File: config.mk
export PLATFORM = sky130hd
export DESIGN_NAME = cordic_arbiter
export DESIGN_NICKNAME = d
export VERILOG_FILES = /design/src/rtl/cordic_pkg.sv /design/src/rtl/rr_pick.sv /design/src/rtl/cordic_arbiter.sv
export SDC_FILE = /design/constraint.sdc
export NUM_CORES = 1
export LEC_CHECK = 0
export BUFFER_PORTS_ARGS = -buffer_cell sky130_fd_sc_hd__buf_2
export CAP_MARGIN = 25
export CORE_AREA = 3 3 278 280
export CTS_BUF_LIST = sky130_fd_sc_hd__clkbuf_4
export CTS_CLUSTER_SIZE = 12
export DETAILED_ROUTE_END_ITERATION = 10
export DIE_AREA = 0 0 281 283
export HOLD_SLACK_MARGIN = 0.03
export PLACE_DENSITY = 0.41
export RECOVER_POWER = 50
export SLEW_MARGIN = 40
export SYNTH_ARGS = -nofsm -noshare
export SYNTH_HDL_FRONTEND = slang
export SYNTH_SLANG_ARGS = --single-unit
File: constraint.sdc
create_clock -name clk -period 4 [get_ports clk]
set_input_delay 0.4 -clock clk [delete_from_list [all_inputs] [get_ports clk]]
set_output_delay 0.4 -clock clk [all_outputs]
set_load 0.02 [all_outputs]
File: src/rtl/cordic_pkg.sv
// ----------------------------------------------------------------------------
// cordic_pkg
// Shared definitions for the CORDIC core and its request arbiter.
//   - CORDIC_WIDTH     : default operand/result width
//   - MODE_COORD_*     : coordinate-system encodings for mode_coord
//   - MODE_OP_*        : operation encodings for mode_op
//   - arb_state_t      : arbiter FSM state encoding
// ----------------------------------------------------------------------------
package cordic_pkg;

  localparam int CORDIC_WIDTH = 32;

  // mode_coord encodings
  localparam logic [1:0] MODE_COORD_LINEAR     = 2'b00;
  localparam logic [1:0] MODE_COORD_CIRCULAR   = 2'b01;
  localparam logic [1:0] MODE_COORD_HYPERBOLIC = 2'b11;

  // mode_op encodings
  localparam logic [1:0] MODE_OP_ROTATION  = 2'b00;
  localparam logic [1:0] MODE_OP_VECTORING = 2'b01;

  typedef enum logic [1:0] {
    ST_IDLE    = 2'd0,
    ST_ISSUE   = 2'd1,
    ST_WAIT    = 2'd2,
    ST_RESPOND = 2'd3
  } arb_state_t;

endpackage

File: src/rtl/rr_pick.sv
// ----------------------------------------------------------------------------
// rr_pick
// Combinational round-robin picker. Searches the request vector starting at
// the index after the last grant (wrapping modulo NUM_REQ) and returns the
// first set bit.
// Ports:
//   i_req   [NUM_REQ-1:0] request vector
//   i_last  [IW-1:0]      index of the previous grant
//   o_grant [NUM_REQ-1:0] one-hot grant (all zero when no request)
//   o_idx   [IW-1:0]      binary index of the grant
//   o_any   1             at least one request present
// ----------------------------------------------------------------------------
module rr_pick #(
  parameter int NUM_REQ = 4,
  parameter int IW      = (NUM_REQ > 1) ? $clog2(NUM_REQ) : 1
) (
  input  logic [NUM_REQ-1:0] i_req,
  input  logic [IW-1:0]      i_last,
  output logic [NUM_REQ-1:0] o_grant,
  output logic [IW-1:0]      o_idx,
  output logic               o_any
);

  // One extra bit so last+offset (at most 2*NUM_REQ-1) never overflows
  // before the modulo wrap.
  localparam int CW = IW + 1;

  logic [CW-1:0] w_cand;

  always_comb begin
    o_grant = '0;
    o_idx   = '0;
    o_any   = 1'b0;
    w_cand  = '0;
    // Offset 1 first, offset NUM_REQ (the last grant itself) last.
    for (int k = 1; k <= NUM_REQ; k++) begin
      w_cand = {1'b0, i_last} + CW'(k);
      if (w_cand >= CW'(NUM_REQ)) begin
        w_cand = w_cand - CW'(NUM_REQ);
      end
      if (!o_any && i_req[w_cand[IW-1:0]]) begin
        o_any                   = 1'b1;
        o_idx                   = w_cand[IW-1:0];
        o_grant[w_cand[IW-1:0]] = 1'b1;
      end
    end
  end

endmodule

File: src/rtl/cordic_arbiter.sv
// ----------------------------------------------------------------------------
// cordic_arbiter
// Round-robin scheduler sharing one CORDIC core among NUM_REQ requesters.
// One operation is in flight at a time: accept (IDLE) -> start pulse (ISSUE)
// -> wait for core done (WAIT) -> hand result back (RESPOND).
//
// Optional feature macro: CORDIC_ARB_TIMEOUT_EN
//   Defined    : WAIT watchdog; after TIMEOUT cycles without core_valid the
//                core is reset for one cycle and an error response is sent.
//   Undefined  : WAIT lasts until core_valid; rsp_err is constant 0.
//
// Ports:
//   clk, rst_n                       clock, asynchronous active-low reset
//   req_valid/req_ready [NUM_REQ]    request handshake (ready is one-hot)
//   req_mode_op/req_mode_coord       2 bits per requester, slice i = [2i+1:2i]
//   req_x/req_y/req_z                WIDTH bits per requester
//   rsp_valid/rsp_ready [NUM_REQ]    response handshake (valid is one-hot)
//   rsp_x/rsp_y/rsp_z, rsp_err       shared response bus
//   core_enable, core_rst            core start pulse, core reset
//   core_mode_op/core_mode_coord     latched modes to core
//   core_x_in/core_y_in/core_z_in    latched operands to core
//   core_x_out/core_y_out/core_z_out core results
//   core_valid                       core done pulse
// ----------------------------------------------------------------------------
module cordic_arbiter
  import cordic_pkg::*;
#(
  parameter int NUM_REQ = 4,
  parameter int WIDTH   = CORDIC_WIDTH,
  parameter int TIMEOUT = 1023
) (
  input  logic                     clk,
  input  logic                     rst_n,
  input  logic [NUM_REQ-1:0]       req_valid,
  output logic [NUM_REQ-1:0]       req_ready,
  input  logic [2*NUM_REQ-1:0]     req_mode_op,
  input  logic [2*NUM_REQ-1:0]     req_mode_coord,
  input  logic [WIDTH*NUM_REQ-1:0] req_x,
  input  logic [WIDTH*NUM_REQ-1:0] req_y,
  input  logic [WIDTH*NUM_REQ-1:0] req_z,
  output logic [NUM_REQ-1:0]       rsp_valid,
  input  logic [NUM_REQ-1:0]       rsp_ready,
  output logic [WIDTH-1:0]         rsp_x,
  output logic [WIDTH-1:0]         rsp_y,
  output logic [WIDTH-1:0]         rsp_z,
  output logic                     rsp_err,
  output logic                     core_enable,
  output logic                     core_rst,
  output logic [1:0]               core_mode_op,
  output logic [1:0]               core_mode_coord,
  output logic [WIDTH-1:0]         core_x_in,
  output logic [WIDTH-1:0]         core_y_in,
  output logic [WIDTH-1:0]         core_z_in,
  input  logic [WIDTH-1:0]         core_x_out,
  input  logic [WIDTH-1:0]         core_y_out,
  input  logic [WIDTH-1:0]         core_z_out,
  input  logic                     core_valid
);

  localparam int IW = (NUM_REQ > 1) ? $clog2(NUM_REQ) : 1;

  arb_state_t         r_state;
  arb_state_t         w_state_next;

  logic [IW-1:0]      r_last_grant;
  logic [NUM_REQ-1:0] r_owner_oh;
  logic [1:0]         r_mode_op;
  logic [1:0]         r_mode_coord;
  logic [WIDTH-1:0]   r_x;
  logic [WIDTH-1:0]   r_y;
  logic [WIDTH-1:0]   r_z;
  logic [WIDTH-1:0]   r_rsp_x;
  logic [WIDTH-1:0]   r_rsp_y;
  logic [WIDTH-1:0]   r_rsp_z;

  logic [NUM_REQ-1:0] w_grant;
  logic [IW-1:0]      w_grant_idx;
  logic               w_any;
  logic               w_accept;
  logic               w_capture;
  logic               w_expire;
  logic               w_core_drive;

  rr_pick #(
    .NUM_REQ (NUM_REQ),
    .IW      (IW)
  ) u_rr_pick (
    .i_req   (req_valid),
    .i_last  (r_last_grant),
    .o_grant (w_grant),
    .o_idx   (w_grant_idx),
    .o_any   (w_any)
  );

  // --------------------------------------------------------------------------
  // Watchdog
  // --------------------------------------------------------------------------
`ifdef CORDIC_ARB_TIMEOUT_EN
  localparam int TW = (TIMEOUT > 1) ? $clog2(TIMEOUT + 1) : 1;

  logic [TW-1:0] r_wait_cnt;
  logic          r_rsp_err;

  // Held at zero outside WAIT, so every entry into WAIT starts from 0.
  // Saturates at TIMEOUT; the FSM leaves WAIT in that cycle anyway.
  always_ff @(posedge clk or negedge rst_n) begin
    if (!rst_n) begin
      r_wait_cnt <= '0;
    end else if (r_state != ST_WAIT) begin
      r_wait_cnt <= '0;
    end else if (r_wait_cnt != TW'(TIMEOUT)) begin
      r_wait_cnt <= r_wait_cnt + 1'b1;
    end
  end

  // A core_valid arriving in the expiry cycle takes priority.
  assign w_expire = (r_state == ST_WAIT) && (r_wait_cnt == TW'(TIMEOUT)) && !core_valid;

  always_ff @(posedge clk or negedge rst_n) begin
    if (!rst_n) begin
      r_rsp_err <= 1'b0;
    end else if (w_capture) begin
      r_rsp_err <= 1'b0;
    end else if (w_expire) begin
      r_rsp_err <= 1'b1;
    end
  end

  assign rsp_err = r_rsp_err;
`else
  assign w_expire = 1'b0;
  // Always false; TIMEOUT has no effect without the watchdog.
  assign rsp_err  = (TIMEOUT < 0);
`endif

  // --------------------------------------------------------------------------
  // FSM
  // --------------------------------------------------------------------------
  always_ff @(posedge clk or negedge rst_n) begin
    if (!rst_n) begin
      r_state <= ST_IDLE;
    end else begin
      r_state <= w_state_next;
    end
  end

  always_comb begin
    w_state_next = r_state;
    w_accept     = 1'b0;
    w_capture    = 1'b0;
    unique case (r_state)
      ST_IDLE: begin
        if (w_any) begin
          w_accept     = 1'b1;
          w_state_next = ST_ISSUE;
        end
      end
      ST_ISSUE: begin
        w_state_next = ST_WAIT;
      end
      ST_WAIT: begin
        if (core_valid) begin
          w_capture    = 1'b1;
          w_state_next = ST_RESPOND;
        end else if (w_expire) begin
          w_state_next = ST_RESPOND;
        end
      end
      ST_RESPOND: begin
        // Only the owner's ready completes the response.
        if (|(rsp_ready & r_owner_oh)) begin
          w_state_next = ST_IDLE;
        end
      end
      default: begin
        w_state_next = ST_IDLE;
      end
    endcase
  end

  // --------------------------------------------------------------------------
  // Request latch and response register
  // --------------------------------------------------------------------------
  always_ff @(posedge clk or negedge rst_n) begin
    if (!rst_n) begin
      r_last_grant <= IW'(NUM_REQ - 1);
      r_owner_oh   <= '0;
      r_mode_op    <= '0;
      r_mode_coord <= '0;
      r_x          <= '0;
      r_y          <= '0;
      r_z          <= '0;
      r_rsp_x      <= '0;
      r_rsp_y      <= '0;
      r_rsp_z      <= '0;
    end else begin
      if (w_accept) begin
        r_last_grant <= w_grant_idx;
        r_owner_oh   <= w_grant;
        r_mode_op    <= req_mode_op[2*w_grant_idx +: 2];
        r_mode_coord <= req_mode_coord[2*w_grant_idx +: 2];
        r_x          <= req_x[WIDTH*w_grant_idx +: WIDTH];
        r_y          <= req_y[WIDTH*w_grant_idx +: WIDTH];
        r_z          <= req_z[WIDTH*w_grant_idx +: WIDTH];
      end
      if (w_capture) begin
        r_rsp_x <= core_x_out;
        r_rsp_y <= core_y_out;
        r_rsp_z <= core_z_out;
      end else if (w_expire) begin
        r_rsp_x <= '0;
        r_rsp_y <= '0;
        r_rsp_z <= '0;
      end
    end
  end

  // --------------------------------------------------------------------------
  // Outputs
  // --------------------------------------------------------------------------
  // Ready is combinational from the picker; rst_n gating keeps it low while
  // reset is held even if requesters keep req_valid up.
  assign req_ready = (rst_n && (r_state == ST_IDLE)) ? w_grant : '0;

  assign rsp_valid = (r_state == ST_RESPOND) ? r_owner_oh : '0;
  assign rsp_x     = r_rsp_x;
  assign rsp_y     = r_rsp_y;
  assign rsp_z     = r_rsp_z;

  // The core samples operands the cycle after enable, so the latch is
  // presented for the whole ISSUE..WAIT window.
  assign w_core_drive    = (r_state == ST_ISSUE) || (r_state == ST_WAIT);
  assign core_enable     = (r_state == ST_ISSUE);
  assign core_rst        = !rst_n || w_expire;
  assign core_mode_op    = w_core_drive ? r_mode_op    : '0;
  assign core_mode_coord = w_core_drive ? r_mode_coord : '0;
  assign core_x_in       = w_core_drive ? r_x          : '0;
  assign core_y_in       = w_core_drive ? r_y          : '0;
  assign core_z_in       = w_core_drive ? r_z          : '0;

endmodule

==> results_dict.tcl, run 1 <==
set metrics [dict create \
    dr.pass1.iters 5 \
    power_uw 18890 \
    synth-seq-cells 204 \
    avgSynthCellArea_sq_um 11.19 \
    final.setup_skew_ps 37.84 \
    path_clk_slew_ps 70 \
    grt_max_degree 109 \
    fin_crit_sh 0.9414 \
    p_clk_frac 0.108 \
    yosysSeqAreaShare 0.4045 \
    p_switching_uw 9160 \
    arrival_ps 4460 \
    grt_pass1_wl_um 95580 \
    critPathRequiredTime_ps 4690 \
    use_met3 0.03886 \
    setup_slack_ps 234.2 \
    ios 714 \
    r2r_end "r_x[10]" \
    wirelength_um 66090 \
    syn_inst 1128 \
    clock_latency_ps 780 \
    grt_use_total 0.1571 \
    tightest_slew_ps 2363 \
    die_y_um 283 \
    drc 0 \
    pwr-share-seq 0.199 \
    grtUsageMet2 0.2882 \
    gr-total-overflow 0 \
    root_buffer "clkbuf_4" \
    rows 100 \
    grt_antenna_before_repair 14 \
    relSlewSlack -0.5752 \
    num-fill-cells 7866 \
    p_leak_uw 0.009887 \
    drv_slew 181 \
    gp_congestion 0.8901 \
    grt_setup_unrepaired "false" \
    die_w_um 281 \
    core-area_sq_um 74700 \
    syn2layout_area_growth_pct 69.96 \
    p_comb_frac 0.693 \
    vias_per_cell 4.587 \
    critPathKind "flop to flop" \
    instances_no_fill 3180 \
    drive_gt1_frac 0.4482 \
    nets 2681 \
    htreeDepth 2 \
    sw_frac_of_total 0.4849 \
    synth_area_sq_um 12630 \
    reg2reg_depth 9 \
    end_kind "flop" \
    outcome "complete, but fails checks" \
    dp.final_hpwl_um 47040 \
    wl_per_cell_um 20.78 \
    ys_types 44 \
    dp.cells 2729 \
    crit_fanout 100 \
    maxCapViolations 3 \
    yosysWarnings 0 \
    start_util 0.1690 \
    grt-busiest-layer "met2" \
    setup_violations 0 \
    drt_iter0_drc 609 \
    violations "max-capacitance violations, max-slew violations" \
    worstSetupStartpoint "r_last_grant[1]" \
    cts_made_buffers 61 \
    final_hold_viol_count 0 \
    clock-sinks 204 \
    postLayoutCoreUtil 0.2873 \
    cts_tree "built" \
    intPower_uw 9732 \
    ir_drop_v 0.0005248 \
    port_buffers 712 \
    grt_pass1_vias 15587 \
    dieArea_sq_um 79520 \
    fin_crit_ps 3766 \
    crit_path_start_kind "flop" \
    syn-num-nets 1648 \
    grt_use_met1 0.1647 \
    hp-class "primary input to asynchronous set/reset pin" \
    rr_startpoint "r_last_grant[1]" \
    detailroute.via_count 14586 \
    p_per_area_nw_per_um2 880.3 \
    clockBufferDepth 3 \
    finalSetupTns_ps 0 \
    reg2reg_slack_ps 230 \
    max_freq_mhz 265.6 \
    ant_nets 0 \
    dp_slack_ps -49.52 \
]
-- flip-flops by register name, indices dropped and copies added (netlist names) --
signal and flops:
rsp_x 32, r_state 2, r_owner_oh 4, r_y 32
rsp_z 32, r_z 32, r_mode_coord 2, r_last_grant 2
r_mode_op 2, r_x 32, rsp_y 32
-- what timing repair did --
| action | in CTS | in global routing |
|---|---|---|
| resized for setup | 0 | 6 |
| hold buffers | 336 | 0 |
| endpoints found under the setup margin | 8 | 10 |
| pin swaps | 0 | 0 |
| endpoints found under the hold margin | 266 | 0 |
| buffers inserted | 1 | 1 |
-- cells in the final DEF, fill, tap and decap left out, types with 3 or more instances in the layout --
cell and n:
nor4_1 3, mux2i_1 5, buf_2 622, clkbuf_4 93, a211oi_1 98, o21ai_0 6, inv_1 5, a21oi_1 5
a221o_1 99, dfrtp_1 202, mux2_4 100, nand3b_1 4, buf_4 36, ha_1 11, clkinv_1 8, a22oi_1 4
a221oi_2 4, mux2_2 96, clkbuf_1 89, buf_12 10, dlygate4sd3_1 336, nor2_1 9, and2_1 104, nand2_1 12
diode_2 9, o22ai_1 198
-- worst max-delay path by stage --
stage | endpoint | slack, ps | cells past startpoint
CTS | r_x[10] | 10 | 8
finish | r_x[10] | 230 | 9
global route | req_ready[2] | 30 | 9
detailed placement | r_x[10] | -50 | 9
global placement | r_x[9] | -90 | 10
floorplan | r_mode_coord[0] | 520 | 11
-- synth_stat cells, drive strengths merged --
master | count | area (sq um)
nor2 | 9 | 33.78
conb | 1 | 3.750
nor3 | 2 | 10.01
a21oi | 5 | 25.02
or4bb | 1 | 11.26
a221oi | 4 | 35.03
nand2 | 13 | 48.80
a31oi | 1 | 6.260
a211oi | 100 | 750.7
inv | 5 | 18.77
nor4 | 3 | 18.77
mux4 | 2 | 45.04
nand3b | 4 | 30.03
a221o | 99 | 991.0
and4 | 1 | 8.760
o32a | 1 | 10.01
a222oi | 1 | 10.01
dfrtp | 202 | 5055
clkbuf | 101 | 379.1
or3b | 2 | 17.52
o211ai | 2 | 15.01
mux2 | 196 | 2579
and2 | 104 | 650.6
nand2b | 3 | 18.77
xnor2 | 1 | 8.760
dfstp | 2 | 52.55
mux2i | 5 | 50.05
o21ai | 8 | 40.04
or2 | 1 | 6.260
ha | 13 | 162.7
o22a | 2 | 17.52
a32o | 1 | 10.01
buf | 26 | 205.2
o21a | 1 | 7.510
clkinv | 1 | 3.750
a22oi | 4 | 30.03
o21ba | 1 | 10.01
o22ai | 198 | 1239
nor2b | 2 | 12.51
-- metal layers --
metal	wire length [um]	up-vias
met5	34	-
met4	3434	6
met3	5003	168
met2	33550	739
met1	24070	7084
li1	-	6589
-- layout make-up --
class                           instances  area, sq um  share of cell area
Timing Repair Buffer                 1097         7317              0.3410
Multi-Input combinational cell        791         7029              0.3275
Sequential cell                       204         5107              0.2380
Tap cell                              969         1212             0.05649
Clock buffer                           93        698.2             0.03253
Clock inverter                         11        51.30            0.002390
Inverter                                6        22.52            0.001049
Antenna cell                            9        22.52            0.001049
-- worst max-delay path, cell delays in order, from the launching register on --
cell      delay, ps
dfstp_2         540
inv_1           120
ha_2            410
mux4_2          540
nor2b_1         220
o21ai_4         180
buf_12          360
o22ai_1         170
a211oi_1        760
a221o_1         200
-- power groups by stage --
stage / Combinational, uW / Sequential (uW) / Clock [uW]
final: 13100 / 3760 / 2040
after global placement: 12800 / 3770 / 0
after detailed placement: 13000 / 3770 / 0
after global routing: 14000 / 3880 / 2290
after floorplan: 7960 / 4230 / 0
after CTS: 13300 / 3740 / 2180
-- kinds of logic (layout without fill, tap and decap cells) --
family	after synthesis	in the layout	synth area share
AO/OA/AOI/OAI	428	428	0.2532
XOR/XNOR	1	1	0.0006937
adder cells (fa/ha/maj)	13	13	0.01288
buffers and inverters	133	1207	0.04806
flip-flops	204	204	0.4045
multiplexers	203	203	0.2118
other	1	10	0.0002970
AND/OR/NAND/NOR	145	145	0.06867
-- metrics by stage --
| step | hold slack (ps) | cell area [sq um] |
|---|---|---|
| 5_1_grt | 40.80 | 21460 |
| 2_1_floorplan | 104.4 | 12630 |
| 4_1_cts | 31.22 | 21540 |
| 3_3_place_gp | 410.7 | 17410 |
| 3_5_place_dp | 418.6 | 17420 |
| 6_report | 147.9 | 21460 |
No activity file was read; power rests on OpenSTA's default activity.
==> run 2: changes to the inputs <==
Settings changed: ABC_AREA set to 1, CELL_PAD_IN_SITES_DETAIL_PLACEMENT set to 0, CELL_PAD_IN_SITES_GLOBAL_PLACEMENT set to 2, CORE_AREA 3 3 278 280 to 3 3 275 277, DIE_AREA 0 0 281 283 to 0 0 278 280, PLACE_DENSITY 0.41 to 0.71.
==> results_dict.tcl, run 2 <==
set metrics [dict create \
    ys.flop_type "dfrtp_1" \
    die_y_um 280 \
    dp.final_hpwl_um 47440 \
    final_hold_viol_count 0 \
    setup_violations 0 \
    p_per_area_nw_per_um2 1061 \
    ir_drop_v 0.0006621 \
    fin_crit_sh 0.9418 \
    synth_area_sq_um 13820 \
    tightest_slew_ps 2879 \
    critPathKind "flop to flop" \
    ios 714 \
    ant_nets 0 \
    fin_crit_ps 3767 \
    finalSetupTns_ps 0 \
    crit_fanout 41 \
    final_common_cell "nand2_1" \
    grt_max_degree 144 \
    wl_per_cell_um 16.33 \
    grt_pass1_vias 17888 \
    drt_iter0_drc 596 \
    drv_slew 222 \
    syn-num-nets 2576 \
    p_comb_frac 0.763 \
    arrival_ps 4380 \
    synth_top_cell_by_area "dfrtp_1" \
    avgSynthCellArea_sq_um 6.722 \
    syn_inst 2056 \
    vias_per_cell 4.033 \
    sw_frac_of_total 0.4996 \
    gr-total-overflow 0 \
    clockBufferDepth 3 \
    clock_latency_ps 750 \
    final_cell_mix "nand2_1, buf_2, inv_1" \
    grt_setup_unrepaired "false" \
    end_kind "flop" \
    clock-sinks 204 \
    path_clk_slew_ps 60 \
    start_util 0.1891 \
    violations "max-capacitance violations, max-slew violations" \
    die_w_um 278 \
    max_freq_mhz 265.5 \
    wirelength_um 68970 \
    drc 0 \
    port_buffers 712 \
    synthArstFlopShare 1.000 \
    detailroute.via_count 17040 \
    p_switching_uw 12630 \
    relSlewSlack -0.9195 \
    ys_types 30 \
    synthTopCellsByCount "nand2_1, inv_1, nand3_1" \
    yosysTopAreaCellShare 0.3658 \
    htreeDepth 3 \
    grt_antenna_before_repair 21 \
    crit_path_start_kind "flop" \
    syn2layout_area_growth_pct 72.40 \
    dr.pass1.iters 5 \
    placed_area_sq_um 18360 \
    p_clk_frac 0.089 \
    intPower_uw 12650 \
    critPathRequiredTime_ps 4610 \
    cts_tree "built" \
    nets 3733 \
    synth_most_common_cell "nand2_1" \
    synthTopCellsByArea "dfrtp_1, nand2_1, nand3_1, inv_1, mux2_2" \
    gp_congestion 0.8088 \
    rows 99 \
    grt_pass1_wl_um 101100 \
    finalInstanceArea_sq_um 23830 \
    dieArea_sq_um 77840 \
    pwr-share-seq 0.148 \
    final.setup_skew_ps 63.59 \
    drive_gt1_frac 0.2825 \
    cts_made_buffers 69 \
    outcome "complete, but fails checks" \
    synth-seq-cells 204 \
    grt_use_total 0.1661 \
    p_leak_uw 0.01366 \
    hp-class "primary input to flop" \
    synth-edff-count 0 \
    yosysSeqAreaShare 0.3696 \
    root_buffer "clkbuf_4" \
    maxCapViolations 3 \
    yosysWarnings 0 \
    core-area_sq_um 73080 \
]
run 2: area by class of cell:
type                            instances  area [sq um]
Tap cell                              959          1200
Sequential cell                       204          5111
Antenna cell                           16         40.04
Multi-Input combinational cell       1258          6375
Clock buffer                           96         720.7
Clock inverter                         12         106.4
Inverter                              474          1788
Fill cell                            8223         49260
Timing Repair Buffer                 1206          8484
run 2: final timing paths:
path | cells after the start | from | slack (ps) | endpoint
max in group asynchronous | 3 | rst_n | 660 | r_x[21]
hold reg to reg | 2 | r_z[1] | 480 | r_z[1]
setup / recovery | 15 | r_last_grant[1] | 230 | r_z[26]
min in group asynchronous | 2 | rst_n | 160 | rsp_y[26]
setup reg to reg | 15 | r_last_grant[1] | 230 | r_z[26]
hold / removal | 7 | req_mode_coord[1] | 150 | r_mode_coord[1]
run 2: repair_timing:
| action | 4_1_cts | 5_1_grt |
|---|---|---|
| gates resized for setup | 0 | 13 |
| setup endpoints to repair | 0 | 37 |
| hold endpoints to repair | 315 | 0 |
| hold buffers | 453 | 0 |
| buffers inserted | 0 | 7 |
run 2: power groups by stage:
stage               clock network [uW]  registers, uW  logic [uW]
floorplan                            0           4270        9770
global placement                     0           3740       15300
detailed placement                   0           3770       15200
CTS                               2390           3740       19000
global route                      2500           3870       21500
finish                            2250           3740       19300
run 2: logic make-up (layout without fill, tap and decap cells):
| logic type | after synthesis | after routing | synth area share |
|---|---|---|---|
| flip-flops | 204 | 204 | 0.3696 |
| multiplexers | 96 | 96 | 0.07823 |
| other | 1 | 17 | 0.0002714 |
| adder cells (fa/ha/maj) | 13 | 13 | 0.01177 |
| AO/OA/AOI/OAI | 23 | 23 | 0.01068 |
| AND/OR/NAND/NOR | 1124 | 1125 | 0.3549 |
| buffers and inverters | 595 | 1788 | 0.1746 |
run 2: per-stage QoR:
| step | utilization | cells | hold WS (ps) | worst slack, ps | total power (uW) |
|---|---|---|---|---|---|
| after CTS | 0.3245 | 4198 | 32.00 | 14.12 | 25130 |
| final | 0.3260 | 4225 | 153.2 | 232.9 | 25270 |
| after global routing | 0.3258 | 4218 | 82.05 | 16.17 | 27830 |
| after global placement | 0.2511 | 3637 | 331.6 | 841.1 | 19000 |
| after detailed placement | 0.2512 | 3637 | 336.4 | 816.7 | 19010 |
| after floorplan | - | 2056 | 104.4 | 1533 | 14050 |
run 2: routing by layer:
| metal | track usage | wire (um) | vias up |
|---|---|---|---|
| met2 | 0.3031 | 34610 | 560 |
| met3 | 0.04560 | 4616 | 110 |
| met4 | 0.06281 | 1938 | 8 |
| met5 | 0 | 68 | - |
| li1 | - | - | 8503 |
| met1 | 0.1837 | 27740 | 7859 |
run 2: critical path, stage by stage (launching register included):
cell,delay [ps]
dfstp_2,560
clkinvlp_4,170
ha_4,340
inv_1,80
nand3_1,90
nand2_1,110
o21ai_1,150
nand2_1,140
nand2_8,130
nand2_8,150
buf_12,220
or2_2,290
nand3_1,70
dlygate4sd3_1,550
nand3_1,60
dlygate4sd3_1,560
